### src/rtl/square_accumulator.sv
// ============================================================================
// Module: square_accumulator
//
// Purpose
//   Consumes a stream of 3-bit unsigned operands, squares each one (6-bit
//   result, at most 49) and adds the squares over a frame of FRAME_LEN
//   operands. The frame total is presented on a valid/ready output and held
//   there until downstream takes it. The result gives the energy
//   (sum of squares) of each frame of a 3-bit sample stream.
//
// Parameters
//   FRAME_LEN  operands per frame (1..255)
//   ACC_W      accumulator / result width in bits (6..16)
//
// Ports
//   clk        in   1      rising-edge clock
//   rst_n      in   1      asynchronous active-low reset
//   in_valid   in   1      operand on a is valid
//   in_ready   out  1      operand is accepted this cycle (registered)
//   a          in   3      unsigned operand, a[0] is the LSB
//   out_valid  out  1      sum holds a completed frame total
//   out_ready  in   1      downstream takes sum this cycle
//   sum        out  ACC_W  sum of squares of the frame
//   ovf        out  1      frame total exceeded 2^ACC_W-1 (valid with out_valid)
//
// Build option
//   SQUARE_ACCUMULATOR_SAT_EN  defined   : the accumulator saturates at
//                                          2^ACC_W-1 once a frame overflows
//                              undefined : the accumulator wraps modulo 2^ACC_W
//   The ovf flag behaves identically in both builds.
// ============================================================================
module square_accumulator #(
    parameter int FRAME_LEN = 4,
    parameter int ACC_W     = 8
) (
    input  logic             clk,
    input  logic             rst_n,
    input  logic             in_valid,
    output logic             in_ready,
    input  logic [2:0]       a,
    output logic             out_valid,
    input  logic             out_ready,
    output logic [ACC_W-1:0] sum,
    output logic             ovf
);

    localparam logic [0:0] ST_ACCUM = 1'b0;
    localparam logic [0:0] ST_HOLD  = 1'b1;

    // Index of the operand that closes a frame.
    localparam logic [7:0] LAST_IDX = 8'(FRAME_LEN - 1);

    logic [0:0]       r_state;
    logic             r_inReady;
    logic [ACC_W-1:0] r_acc;
    logic [7:0]       r_cnt;
    logic             r_ovfSticky;
    logic [ACC_W-1:0] r_sum;
    logic             r_ovf;

    logic [5:0]       w_sq;
    logic [ACC_W:0]   w_addWide;
    logic             w_carry;
    logic             w_frameOvf;
    logic [ACC_W-1:0] w_accNext;
    logic             w_accept;
    logic             w_lastOp;
    logic [0:0]       w_stateNext;

    // Both factors are widened to 6 bits first so the product is not
    // truncated to the 3-bit operand width.
    assign w_sq = {3'b000, a} * {3'b000, a};

    // One spare bit above the accumulator catches the carry of every add.
    assign w_addWide  = {1'b0, r_acc} + {{(ACC_W - 5){1'b0}}, w_sq};
    assign w_carry    = w_addWide[ACC_W];
    assign w_frameOvf = r_ovfSticky | w_carry;

`ifdef SQUARE_ACCUMULATOR_SAT_EN
    // Once the frame has overflowed the accumulator pins at full scale,
    // even if later operands are zero.
    assign w_accNext = w_frameOvf ? {ACC_W{1'b1}} : w_addWide[ACC_W-1:0];
`else
    assign w_accNext = w_addWide[ACC_W-1:0];
`endif

    assign w_accept = in_valid & r_inReady & (r_state == ST_ACCUM);
    assign w_lastOp = (r_cnt == LAST_IDX);

    // Next-state logic: a frame closes on its last accepted operand and the
    // held total is released by out_ready. out_ready is ignored in ACCUM.
    always_comb begin
        w_stateNext = r_state;
        case (r_state)
            ST_ACCUM: begin
                if (w_accept && w_lastOp) begin
                    w_stateNext = ST_HOLD;
                end
            end
            ST_HOLD: begin
                if (out_ready) begin
                    w_stateNext = ST_ACCUM;
                end
            end
            default: w_stateNext = ST_ACCUM;
        endcase
    end

    // in_ready is registered from the next state so it never depends
    // combinationally on out_ready. It stays low through reset and rises on
    // the first clock after release.
    always_ff @(posedge clk or negedge rst_n) begin
        if (!rst_n) begin
            r_state     <= ST_ACCUM;
            r_inReady   <= 1'b0;
            r_acc       <= '0;
            r_cnt       <= '0;
            r_ovfSticky <= 1'b0;
            r_sum       <= '0;
            r_ovf       <= 1'b0;
        end else begin
            r_state   <= w_stateNext;
            r_inReady <= (w_stateNext == ST_ACCUM);
            if (w_accept) begin
                if (w_lastOp) begin
                    r_sum       <= w_accNext;
                    r_ovf       <= w_frameOvf;
                    r_acc       <= '0;
                    r_cnt       <= '0;
                    r_ovfSticky <= 1'b0;
                end else begin
                    r_acc       <= w_accNext;
                    r_cnt       <= r_cnt + 8'd1;
                    r_ovfSticky <= w_frameOvf;
                end
            end
        end
    end

    assign in_ready  = r_inReady;
    assign out_valid = (r_state == ST_HOLD);
    assign sum       = r_sum;
    assign ovf       = r_ovf;

endmodule

### config.mk
export PLATFORM = sky130hd
export DESIGN_NAME = square_accumulator
export DESIGN_NICKNAME = d
export VERILOG_FILES = /design/src/rtl/square_accumulator.sv
export SDC_FILE = /design/constraint.sdc
export NUM_CORES = 1
export LEC_CHECK = 0
export ABC_AREA = 1
export CAP_MARGIN = 20
export CORE_MARGIN = 4
export CORE_UTILIZATION = 55
export CTS_CLUSTER_DIAMETER = 30
export CTS_CLUSTER_SIZE = 28
export DETAILED_ROUTE_END_ITERATION = 10
export HOLD_SLACK_MARGIN = 0.12
export PLACE_DENSITY = 0.85
export SLEW_MARGIN = 20
export SYNTH_ARGS = -nofsm -noshare
export SYNTH_HDL_FRONTEND = slang
export SYNTH_SLANG_ARGS = --single-unit
### constraint.sdc
create_clock -name clk -period 2.1 [get_ports clk]
set_clock_uncertainty 0.05 [all_clocks]
set_input_delay 0.42 -clock clk [delete_from_list [all_inputs] [get_ports clk]]
set_output_delay 0.42 -clock clk [all_outputs]
set_load 0.02 [all_outputs]
# After elaboration in Yosys (flattened, before gate mapping)
# Cells that the tools add are included.
[word_totals]
n_memories = 0
latch_bits = 0
out_inout_bits = 11
reg_bits = 28
romBits = 0
wordCells = 24
ramBits = 0
inputBits = 7
[classes]
bitwise_logic = 5
reduce_logical = 2
mul = 1
n_shift = 0
addsub = 2
n_div = 0
magnitude_cmp = 0
n_eq_ne = 1
n_mux = 6
[ops]
columns = ["op", "count"]
rows = [
  ["$mux 8", 2],
  ["$add 8x6->9", 1],
  ["$add 8x1->8 const B", 1],
  ["$eq 8x2->1 const B", 1],
  ["$mul 3x3->6", 1],
  ["$mux 1", 3],
  ["$and 1x1->1", 2],
  ["$not 1->1", 2],
  ["$pmux 1 s2", 1],
  ["$reduce_and 2->1", 1],
  ["$logic_and 1x1->1", 1],
  ["$or 1x1->1", 1],
]

# Logic depth before layout (Yosys ltp)
# Gate-level depths: netlist (run 1).
[logic_depth]
ltp_word = 6
mapped_depth = 12
mapped_depth_nobuf = 12

# Least setup slack after synthesis (run 1)
# No wires, ideal clock.
[synth_timing]
path_type = "input port to flip-flop"
start = "in a[2]"
end = "reg r_acc[6]"
stages = 12
path_buffers = 0
arrival_ns = 1.602
required_ns = 1.933
setup_ns = 0.117
slack_ns = 0.330
path_cell_list = "inv_1 -> nor2_1 -> ha_1 -> o21bai_1 -> ha_1 -> nand2_1 -> nor2_1 -> nand2_1 -> nand2_1 -> nand2_1 -> nand3_1 -> nand2_1"
[synth_via]
elab_chain_cells = 3
[synth_lines]
columns = ["element", "line", "text"]
rows = [
  ["start: declaration", "40", "input logic [2:0] a,"],
  ["$mul 3x3->6", "72", "assign w_sq = {3'b000, a} * {3'b000, a};"],
  ["$add 8x6->9", "75", "assign w_addWide = {1'b0, r_acc} + {{(ACC_W - 5){1'b0}}, w_sq};"],
  ["$mux 8", "125", "if (w_lastOp) begin"],
  ["end signal: assignment", "132", "r_acc <= w_accNext;"],
  ["end: declaration", "55", "logic [ACC_W-1:0] r_acc;"],
]
# No other way between the ends.
# A chain may end at the register's enable or synchronous reset.

# Worst setup path in the final report (run 1)
# Ends and elaborated chain as after synthesis.

==> impl_metrics.py, run 1 <==
metrics = {
    "run_status": {
        "outcome": "completed",
    },
    "logic_synthesis": {
        "synthXorXnorAreaFrac": 0.0276,
        "synth_top_area_cell": "dfrtp_1",
        "netlist_instances": 197,
        "synth_edf_count": 0,
        "async_flop_share": 1.00,
        "synth_compound_area_frac": 0.0631,
        "syn-num-nets": 214,
        "synthFlopType": "dfrtp_1",
        "ys_top_cells_by_area": "dfrtp_1 (44%), nand2_1 (17%), ha_1 (7.9%)",
        "yosysSeqAreaShare": 0.442,
        "syn_area_um2": 1590,
        "synth_top_family_by_area": "simple AND/OR/NAND/NOR gates",
        "yosys_warnings": 0,
        "synth_cell_types": 26,
        "synth_top_area_frac": 0.442,
        "synthAdderAreaFrac": 0.0789,
        "synth_seq_cells": 28,
        "synthMuxAreaShare": 0,
        "synthSimpleGateAreaFrac": 0.319,
        "synth.avg_cell_area_um2": 8.05,
    },
    "setup_path": {
        "crit_path_cell_trace": "clkdlybuf4s50_1 > inv_1 > nor2_1 > ha_1 > o21bai_1 > ha_1 > nand2_1 > nor2_1 > nand2_1 > nand2_1 > nand2_1 > nand3_1 > nand2_1",
        "path_buf_inv": 2,
        "r2r_cells": 10,
        "cp-start-kind": "primary input",
        "critPathTopFamily": "simple AND/OR/NAND/NOR gates",
        "required_ns": 2.30,
        "crit_cells": 13,
        "cp_max_fo": 4,
        "crit_slowest_cell": "clkdlybuf4s50_1",
        "reg2reg_slack_ns": 0.24,
        "crit_path_end_kind": "flip-flop",
        "arrival_ns": 2.21,
        "path_class": "in -> reg",
        "cpPeakStageDelay_ns": 0.41,
        "cp_common_cell": "nand2_1",
    },
    "timing": {
        "worstMarginPinSlew_ns": 0.351,
        "fmax_mhz": 497,
        "slew-limit-headroom": 0.766,
        "hold_ws_ns": 0.377,
        "fin_setup_tns_ns": 0,
        "setup_viol": 0,
        "min_period_over_period": 0.959,
        "slew_violations": 0,
        "post-route-min-period_ns": 2.01,
        "hold_viol": 0,
    },
    "clock_network": {
        "cts-root-buf": "clkbuf_4",
        "path_clk_slew_ns": 0.15,
        "cts_tree": "done",
        "htreeDepth": 1,
        "hold_buffers": 0,
        "clk_latency_ns": 0.34,
        "clockBufferDepth": 2,
        "numClockSinks": 28,
        "cts_buffers": 3,
    },
    "floorplanning": {
        "start_util": 0.575,
        "die-width_um": 61.7,
        "die_y_um": 61.7,
        "core_area_um2": 2760,
        "die_area_um2": 3810,
        "rows": 19,
        "ios": 18,
    },
    "flow_run": {
        "drv_cap": 0,
    },
    "global_routing": {
        "grt_remaining_overflow": 0,
        "grt_pass1_vias": 1223,
        "grt_use_total": 0.194,
        "grt_pass1_wl_mm": 5.44,
        "antenna_found_initial": 0,
        "grt_max_degree": 29,
    },
    "drt": {
        "firstDrtPassIters": 4,
        "drc": 0,
        "vias": 1325,
        "wl_per_cell_um": 12.4,
        "ant_nets": 0,
        "drt-total-wl_mm": 3.21,
        "drt_iter0_markers": 58,
        "viasPerCell": 5.14,
    },
    "placed_design": {
        "dp.final_hpwl_mm": 2.32,
        "place_congestion": 0.839,
        "port_buffers": 17,
        "placed_cells": 253,
    },
    "power": {
        "p_leak_uw": 0.00101,
        "vdd_drop_max_mv": 0.814,
        "powerDensity_nw_per_um2": 1070,
        "power.total_uw": 2070,
    },
    "min_path": {
        "holdCritPathClass": "in -> async",
    },
    "final_layout": {
        "diodes": 0,
        "stdcell_count": 258,
        "layout.nets": 245,
        "fill_cells": 222,
        "multiInputGateArea_um2": 798,
        "regArea_um2": 701,
        "drive_above_1_share": 0.163,
        "areaGrowthSynthToFinish_pct": 21.2,
    },
}
==> routing by layer <==
metal / vias to the layer above / track usage / share of wire
li1: 677 / - / -
met1: 618 / 0.249 / 0.46
met2: 26 / 0.323 / 0.48
met3: 4 / 0.0372 / 0.039
met4: 0 / 0.0788 / 0.017
met5: - / 0 / 0
==> worst reg2reg max path: cells and delay by family, from the launching register on <==
| kind | cells | cell delay (ns) |
|---|---|---|
| adders and majority gates | 2 | 0.55 |
| AOI/OAI and AO/OA | 1 | 0.16 |
| DFF | 1 | 0.43 |
| and+or+nand+nor | 7 | 0.60 |
==> worst paths after layout <==
path | startpoint | end
worst max-delay path | a[2] | r_acc[6]
worst min-delay path | rst_n | r_cnt[4]
worst max register to register | r_acc[4] | r_acc[6]
worst min register to register | sum[5] | sum[5]
max in group asynchronous | rst_n | r_cnt[5]
min in group clk | sum[5] | sum[5]
==> area by class of cell <==
class	instances	area share
multi-input cells	142	0.415
flip-flops and latches	28	0.364
repair buffers	28	0.133
inverters	25	0.0488
well taps	31	0.0202
clock buffers	4	0.0189
==> cell usage in the layout, fill, tap and decap left out, drive strengths merged <==
cell           count
nand3b             2
xnor2              2
nand2             72
buf               11
a21oi              1
clkbuf             4
o21bai             1
nor3               4
inv               25
nand3             14
dlymetal6s2s       1
dfrtp             28
nor2              18
ha                10
a21o               1
nand4              1
xor2               3
clkdlybuf4s50     16
o21ai             13
==> flip-flops by register name, summed over array words and instances, names as in the netlist <==
signal,flops
sum,8
r_ovfSticky,1
r_cnt,8
r_acc,8
in_ready,1
ovf,1
out_valid,1
==> power breakdown <==
part,switching [µW],internal [µW]
combinational,527,417
sequential,151,700
clock,165,106
==> repair_timing <==
item | 4_1_cts | 5_1_grt
setup buffers | 0 | 1
gates resized for setup | 0 | 4
endpoints found under the setup margin | 0 | 5
==> synth_stat cells, types with 3 or more instances <==
master	number
dfrtp_1	28
ha_1	10
inv_1	21
inv_2	4
nand2_1	70
nand3_1	11
nand3_2	3
nor2_1	13
nor2_4	3
nor3_1	3
o21ai_0	4
o21ai_1	5
o21ai_2	4
xor2_1	3
==> cells by family (layout without fill, tap and decap cells) <==
family / Yosys count / after routing
AO/OA/AOI/OAI: 16 / 16
XOR/XNOR: 5 / 5
adder cells (fa/ha/maj): 10 / 10
buffers and inverters: 27 / 57
flip-flops: 28 / 28
AND/OR/NAND/NOR: 111 / 111
==> through the flow <==
step | cell area, µm² | worst slack [ns] | util
floorplan | 1590 | 0.330 | -
global placement | 1850 | -0.232 | 0.672
detailed placement | 1850 | -0.281 | 0.672
CTS | 1890 | 0.0475 | 0.686
global route | 1920 | -0.00216 | 0.697
finish | 1920 | 0.0867 | 0.697
(Power assumes the default switching activity.)
==> run 2, diff against run 1 <==
--- a/config.mk
+++ b/config.mk
@@ -8,12 +8,13 @@
 export ABC_AREA = 1
 export CAP_MARGIN = 20
 export CORE_MARGIN = 4
-export CORE_UTILIZATION = 55
+export CORE_UTILIZATION = 40
 export CTS_CLUSTER_DIAMETER = 30
 export CTS_CLUSTER_SIZE = 28
 export DETAILED_ROUTE_END_ITERATION = 10
+export GPL_ROUTABILITY_DRIVEN = 0
 export HOLD_SLACK_MARGIN = 0.12
-export PLACE_DENSITY = 0.85
+export PLACE_DENSITY = 0.67
 export SLEW_MARGIN = 20
 export SYNTH_ARGS = -nofsm -noshare
 export SYNTH_HDL_FRONTEND = slang
==> run 2 against run 1 <==
Effect of this change: global-route usage is 5.6 points lower; core utilization shrank 17 points; sequential power fell by 0.5%; combinational power is 0.7% lower; critical path type is now reg -> out; highest routed layer unchanged.
==> impl_metrics.py, run 2 (same netlist as run 1, synthesis figures left out) <==
metrics = {
    "run_status": {
        "outcome": "completed",
    },
    "setup_path": {
        "crit_slowest_cell": "clkdlybuf4s50_1",
        "cp-start-kind": "flip-flop",
        "reg2reg_slack_ns": 0.33,
        "arrival_ns": 1.31,
        "cp_max_fo": 3,
        "critPathTopFamily": "buffers and inverters",
        "path_class": "reg -> out",
        "crit_path_end_kind": "primary output",
        "cpPeakStageDelay_ns": 0.62,
        "crit_path_cell_trace": "clkdlybuf4s50_1",
        "required_ns": 1.63,
        "path_buf_inv": 1,
    },
    "drt": {
        "drt_iter0_markers": 59,
        "viasPerCell": 4.81,
        "drt-total-wl_mm": 3.02,
        "wl_per_cell_um": 11.0,
        "drc": 0,
        "vias": 1317,
        "ant_nets": 0,
        "firstDrtPassIters": 5,
    },
    "final_layout": {
        "final_cell_mix": "nand2_1 (68), dfrtp_1 (28), inv_1 (21), clkdlybuf4s50_1 (14), nor2_1 (12)",
        "drive_above_1_share": 0.168,
        "layout.nets": 245,
        "diodes": 0,
        "final_common_cell": "nand2_1",
        "fin_area_um2": 1960,
        "areaGrowthSynthToFinish_pct": 23.8,
        "stdcell_count": 274,
    },
    "clock_network": {
        "clockBufferDepth": 2,
        "cts_tree": "done",
        "cts-root-buf": "clkbuf_8",
        "cts_resized": 0,
        "postCtsSetupRepairBufs": 0,
        "htreeDepth": 1,
        "numClockSinks": 28,
        "clk_latency_ns": 0.27,
        "hold_buffers": 0,
        "cts_buffers": 3,
        "path_clk_slew_ns": 0.09,
    },
    "global_routing": {
        "grt_remaining_overflow": 0,
        "grt_pass1_wl_mm": 5.71,
        "grtUsageMet2": 0.237,
        "grt_max_degree": 29,
        "use_met1": 0.176,
        "grt_pass1_vias": 1313,
        "grt_use_total": 0.138,
        "grt_busiest_layer": "met2",
        "use_met3": 0.0355,
        "antenna_found_initial": 0,
    },
    "timing": {
        "hold_ws_ns": 0.438,
        "setup_viol": 0,
        "slew-limit-headroom": 0.755,
        "setup_slack_ns": 0.323,
        "fmax_mhz": 563,
        "worstMarginPinSlew_ns": 0.368,
        "hold_viol": 0,
        "post-route-min-period_ns": 1.78,
        "slew_violations": 0,
        "rsz0062_at_grt": "no",
        "min_period_over_period": 0.846,
    },
    "floorplanning": {
        "die-width_um": 71.0,
        "ios": 18,
        "start_util": 0.424,
        "core_area_um2": 3740,
        "die_area_um2": 5040,
        "die_y_um": 71.0,
        "rows": 22,
    },
    "flow_run": {
        "drv_cap": 0,
    },
    "placed_design": {
        "dp_slack_ns": -0.253,
        "dp.final_hpwl_mm": 2.26,
        "port_buffers": 17,
        "dpl_cell_area_um2": 1880,
        "placed_cells": 271,
    },
    "min_path": {
        "holdCritPathClass": "reg -> reg",
    },
    "power": {
        "powerDensity_nw_per_um2": 1060,
        "vdd_drop_max_mv": 0.668,
        "p_leak_uw": 0.00102,
    },
}
-- run 2: cell count changes in the layout (fill, tap and decap cells not counted) --
cell and delta:
dlymetal6s2s_1 +2, clkbuf_4 -3, nand2_1 -2, xnor2_2 -1
nand2_2 +2, ha_1 -1, ha_4 +1, clkbuf_8 +2
xnor2_1 +1, clkdlybuf4s50_1 -2
-- run 2: area by class of cell --
cell class	instances	area, µm²
clock buffers	3	41.3
inverters	25	93.8
well taps	48	60.1
multi-input cells	142	808
fillers	372	1780
flip-flops and latches	28	701
repair buffers	28	260
-- run 2: report_power, final --
group | internal [µW] | total [µW] | switching, µW
registers | 701 | 847 | 145
clock network | 129 | 289 | 160
logic | 425 | 937 | 511
total | 1260 | 2070 | 817
-- run 2: metal layers --
metal / share of wire / vias up / wire length, µm
li1: - / 675 / -
met1: 0.46 / 615 / 1400
met2: 0.49 / 23 / 1480
met3: 0.034 / 4 / 103
met4: 0.012 / 0 / 35
met5: 0 / - / 0
-- run 2: path summary, 6_finish.rpt --
kind,end,cells past startpoint,start
min in group asynchronous,r_cnt[3],2,rst_n
max in group asynchronous,sum[4],2,rst_n
hold reg to reg,sum[0],2,sum[0]
hold / removal,sum[0],2,sum[0]
setup / recovery,out_valid,1,out_valid
setup reg to reg,r_acc[6],10,r_acc[4]
-- run 2: stage by stage --
stage,TNS (ns),utilization,power (µW)
2_1_floorplan,0,-,1450
3_3_place_gp,-2.10,0.503,1730
3_5_place_dp,-2.40,0.503,1740
4_1_cts,0,0.514,2050
5_1_grt,0,0.525,2300
6_report,0,0.525,2070
==> patch 1, RTL diff (flow settings as in run 1) <==
Reset style: synchronous (`rst_n`), changed in one clocked block. Comments in the files are not updated.
--- a/src/rtl/square_accumulator.sv
+++ b/src/rtl/square_accumulator.sv
@@ -109,7 +109,7 @@
     // in_ready is registered from the next state so it never depends
     // combinationally on out_ready. It stays low through reset and rises on
     // the first clock after release.
-    always_ff @(posedge clk or negedge rst_n) begin
+    always_ff @(posedge clk) begin
         if (!rst_n) begin
             r_state     <= ST_ACCUM;
             r_inReady   <= 1'b0;
Formal check against the unedited RTL: differs if rst_n is asserted again (counterexample within 4 cycles, from zero or initial values and one cycle with rst_n low); with rst_n held inactive, the same outputs for 10 cycles.
==> patch 1 against run 1 <==
- critical path depth decreased by 12
- maximum frequency increased by 7.6%
- wire length decreased by 9.2%
- design area decreased by 6.6%
- via count decreased by 0.30%
- worst hold slack improved by 0.030 ns
- synthesized area decreased by 8.2%
- sequential cell count unchanged
- worst setup slack improved by 0.14 ns
- critical endpoint is now out_valid
Power is not compared: it rests on default switching activity, and its combinational part moved more than twofold at a synthesized area within 25%.
==> patch 1: results (changes against run 1) <==
CTS Buf Count -> 3 (unchanged)
Share of post-route cells with drive strength above 1 -> 0.131 (was 0.163)
Clock Latency Late Sink -> 0.33 ns
Largest net degree at the start of global routing -> 15 (was 29)
Sequential area share after synthesis -> 0.385 (was 0.442)
Antenna diode count -> 0 (unchanged)
Largest stage delay, worst path -> 0.64 ns (was 0.41 ns)
Synth cell types -> 24 (was 26)
Cell family with the largest share of critical-path delay -> buffers and inverters (was simple AND/OR/NAND/NOR gates)
Port buffer count -> 17 (unchanged)
Setup slack at placement -> -0.362 ns (was -0.281 ns)
Via count -> 1321 (was 1325)
Fin nets -> 255 (was 245)
Hold/Removal Path Class -> reg2reg (was in2async)
FF-to-FF path depth -> 11 (was 10)
Synthesized net count -> 222 (was 214)
GP Congestion -> 0.815 (was 0.839)
Relative slew slack -> 0.811 (was 0.766)
Leak -> 0.000862 µW
Placed Area -> 1740 µm² (was 1850 µm²)
Async SR Flop Fraction -> 0 (was 1.00)
Fill cells -> 185 (was 222)
Htree depth -> 1 (unchanged)
Non-Filler Instances -> 266 (was 258)
Initial antenna violation count -> 0 (unchanged)
Vias in the first global route -> 1245 (was 1223)
Max Root-Sink Buffers -> 2 (unchanged)
Hold path depth -> 2
Crit-path max FO -> 4 (unchanged)
Starting DRC count in detailed routing -> 65 (was 58)
Yosys warning total -> 0 (unchanged)
Final WL -> 2920 µm (was 3210 µm)
Synth area leaders -> dfxtp_1, nand2_1, ha_1 (was dfrtp_1, nand2_1, ha_1)
GR Util All Layers -> 0.191 (was 0.194)
VDD IR max -> 0.427 mV
Post-synth top cells -> nand2_1, dfxtp_1, inv_1 (was nand2_1, dfrtp_1, inv_1)
Worst-path clk slew -> 0.15 ns (about the same)
Arr. time, crit path -> 1.40 ns (was 2.21 ns)
Synth Area per Inst -> 7.10 µm² (was 8.05 µm²)
Root Driver -> clkbuf_4 (unchanged)
Hpwl dp -> 2240 µm (was 2320 µm)
Number of detailed-routing iterations run before antenna repair -> 4 (unchanged)
Ys flop type -> dfxtp_1 (was dfrtp_1)
Status -> completed (unchanged)
First-pass GRT wire length -> 5190 µm (was 5440 µm)
CP max stage cell -> clkdlybuf4s50_1 (unchanged)
-- patch 1: area by class of cell --
class	instances	area, µm²	share of cell area
Clock buffer	3	22.5	0.0125
Inverter	25	93.8	0.0523
Multi-Input combinational cell	149	798	0.445
Sequential cell	28	561	0.312
Tap cell	30	37.5	0.0209
Timing Repair Buffer	31	283	0.157
-- patch 1: worst paths after layout --
| kind | end | slack, ns | startpoint |
|---|---|---|---|
| setup reg to reg | r_acc[7]$_SDFFE_PN0P_ | 0.27 | r_acc[4]$_SDFFE_PN0P_ |
| setup / recovery | out_valid | 0.23 | out_valid$_SDFF_PN0_ |
| hold / removal | sum[1]$_SDFFE_PN0P_ | 0.41 | sum[1]$_SDFFE_PN0P_ |
| hold reg to reg | sum[1]$_SDFFE_PN0P_ | 0.41 | sum[1]$_SDFFE_PN0P_ |
-- patch 1: cell families after synthesis --
group / count (synthesis) / synth area share
DFF: 28 / 0.385
and+or+nand+nor: 115 / 0.355
adders and majority gates: 10 / 0.0859
xor gates and xnor gates: 4 / 0.0241
buffers and inverters: 28 / 0.0782
AOI/OAI and AO/OA: 20 / 0.0722
-- patch 1: what timing repair did --
| action | in CTS | in global routing |
|---|---|---|
| pin swaps | 0 | 4 |
| gates resized for setup | 2 | 6 |
| hold buffers | 0 | 0 |
| setup buffers | 0 | 1 |
| endpoints found under the setup margin | 2 | 10 |
-- patch 1: routing by layer --
metal	track usage	up-vias	wire, µm
met5	0	-	0
met4	0.0680	0	18
met3	0.0261	2	135
met2	0.317	29	1340
met1	0.252	586	1420
li1	-	704	-
-- patch 1: where the power goes --
part | switching, µW | internal [µW] | total [µW]
Combinational | 70.4 | 62.1 | 132
Sequential | 5.76 | 540 | 546
Clock | 160 | 67.4 | 227
Total | 236 | 670 | 906
==> patch 2, RTL diff (flow settings as in run 1) <==
Made on the original files. Add a define of `SQUARE_ACCUMULATOR_SAT_EN`.
--- a/src/rtl/square_accumulator.sv
+++ b/src/rtl/square_accumulator.sv
@@ -29,6 +29,8 @@
 //                              undefined : the accumulator wraps modulo 2^ACC_W
 //   The ovf flag behaves identically in both builds.
 // ============================================================================
+`define SQUARE_ACCUMULATOR_SAT_EN
+
 module square_accumulator #(
     parameter int FRAME_LEN = 4,
     parameter int ACC_W     = 8
Formal check against the unedited RTL: same outputs for any inputs over 10 cycles, from zero or initial values and one cycle with rst_n low; that may be too few to reach the edited logic, so the function may still have changed.
==> patch 2 against run 1 <==
- register-to-register slack worse by 0.09 ns
- non-clock buffer count up 1
- sequential cell count unchanged
- count of clock-buffer cells in the layout down 1
- total power down 4.4%
- wire length down 3.2%
- final cell count up 3.5%
- worst setup slack better by 0.052 ns
- synthesized area about the same
- core utilization up 0.41 points
- design area up 0.59%
- maximum frequency up 2.7%
- worst hold slack better by 0.020 ns
- critical path type unchanged
==> patch 2: results (changes against run 1) <==
Status -> completed (unchanged)
Hpwl dp -> 2450 µm (was 2320 µm)
Setup crit start -> a[2] (unchanged)
Initial antenna violation count -> 0 (unchanged)
Routing usage on met3 -> 0.0356 (was 0.0372)
Max Root-Sink Buffers -> 2 (unchanged)
Synth area leaders -> dfrtp_1, nand2_1, ha_1 (unchanged)
Relative slew slack -> 0.774 (was 0.766)
Async SR Flop Fraction -> 1.00 (unchanged)
Sequential area share after synthesis -> 0.442 (about the same)
Share of post-route cells with drive strength above 1 -> 0.157 (was 0.163)
DRT met1 WL -> 1310 µm (was 1490 µm)
Top sig layer -> met4 (unchanged)
Antenna diode count -> 0 (unchanged)
Comb group -> 922 µW (was 944 µW)
Met2 usage -> 0.378 (was 0.323)
Root Driver -> clkbuf_4 (unchanged)
Fill cells -> 225 (was 222)
Port buffer count -> 17 (unchanged)
Worst reg-to-reg setup slack -> 0.15 ns (was 0.24 ns)
FF-to-FF path depth -> 9 (was 10)
Arr. time, crit path -> 2.13 ns (was 2.21 ns)
Wire per inst -> 11.6 µm (was 12.4 µm)
Setup slack at placement -> -0.483 ns (was -0.281 ns)
Placed insts -> 264 (was 253)
GP Congestion -> 0.841 (was 0.839)
Final setup margin -> 0.139 ns (was 0.0867 ns)
Count of mapped cells out of synthesis -> 206 (was 197)
Htree depth -> 1 (unchanged)
Clk pwr share -> 0.105 (was 0.131)
Synthesized net count -> 223 (was 214)
VDD IR max -> 0.637 mV (was 0.814 mV)
Synth cell types -> 23 (was 26)
Logic gate share of total power -> 0.467 (was 0.457)
CP max stage cell -> ha_1 (was clkdlybuf4s50_1)
Worst-path clk slew -> 0.13 ns (was 0.15 ns)
Post-synth top cells -> nand2_1, dfrtp_1, inv_1 (unchanged)
Final Hold Violating Endpoints -> 0 (unchanged)
First-pass GRT wire length -> 5710 µm (was 5440 µm)
DR WL met3 -> 125 µm (unchanged)
Leak -> 0.00106 µW (was 0.00101 µW)
Largest stage delay, worst path -> 0.31 ns (was 0.41 ns)
Met1 usage -> 0.233 (was 0.249)
Via count -> 1353 (was 1325)
Final WL -> 3110 µm (was 3210 µm)
Crit-path max FO -> 5 (was 4)
CTS Buf Count -> 3 (unchanged)
Starting DRC count in detailed routing -> 33 (was 58)
Ys flop type -> dfrtp_1 (unchanged)
Met2 WL -> 1660 µm (was 1540 µm)
GR Util All Layers -> 0.201 (was 0.194)
Number of detailed-routing iterations run before antenna repair -> 4 (unchanged)
Yosys warning total -> 0 (unchanged)
Hold WS -> 0.397 ns (was 0.377 ns)
Worst setup path end -> r_acc[1]$_DFFE_PN0P_ (was r_acc[6]$_DFFE_PN0P_)
Largest net degree at the start of global routing -> 29 (unchanged)
Switching part of the total -> 0.412 (was 0.408)
Clock Latency Late Sink -> 0.32 ns (was 0.34 ns)
Terminus of the critical flop-to-flop path -> r_acc[1]$_DFFE_PN0P_ (was r_acc[6]$_DFFE_PN0P_)
patch 2: logic make-up (layout without fill, tap and decap cells):
family,count (synthesis),count (layout),synth area share
AOI/OAI and AO/OA,19,19,0.0655
xor gates and xnor gates,3,3,0.0166
adders and majority gates,10,10,0.0789
buffers and inverters,34,64,0.0852
DFF,28,28,0.442
and+or+nand+nor,112,112,0.312
patch 2: final cells by class:
type                    count  area, µm²  share of cell area
clock buffers               3       22.5              0.0116
well taps                  31       38.8              0.0201
multi-input cells         144        796               0.411
flip-flops and latches     28        701               0.362
repair buffers             29        256               0.133
inverters                  32        120              0.0621
patch 2: worst register-to-register path, cell delays in order, from the launching register on:
cell	delay, ns
dfrtp_1	0.41
ha_1	0.19
o21bai_1	0.16
ha_1	0.31
nand2_1	0.09
nand2_2	0.07
nand3_2	0.08
nand3b_1	0.20
nor2_2	0.21
o21ai_1	0.09
patch 2: timing repair:
item	in CTS	in global routing
setup endpoints to repair	18	4
resized for setup	15	3
pin swaps	6	1
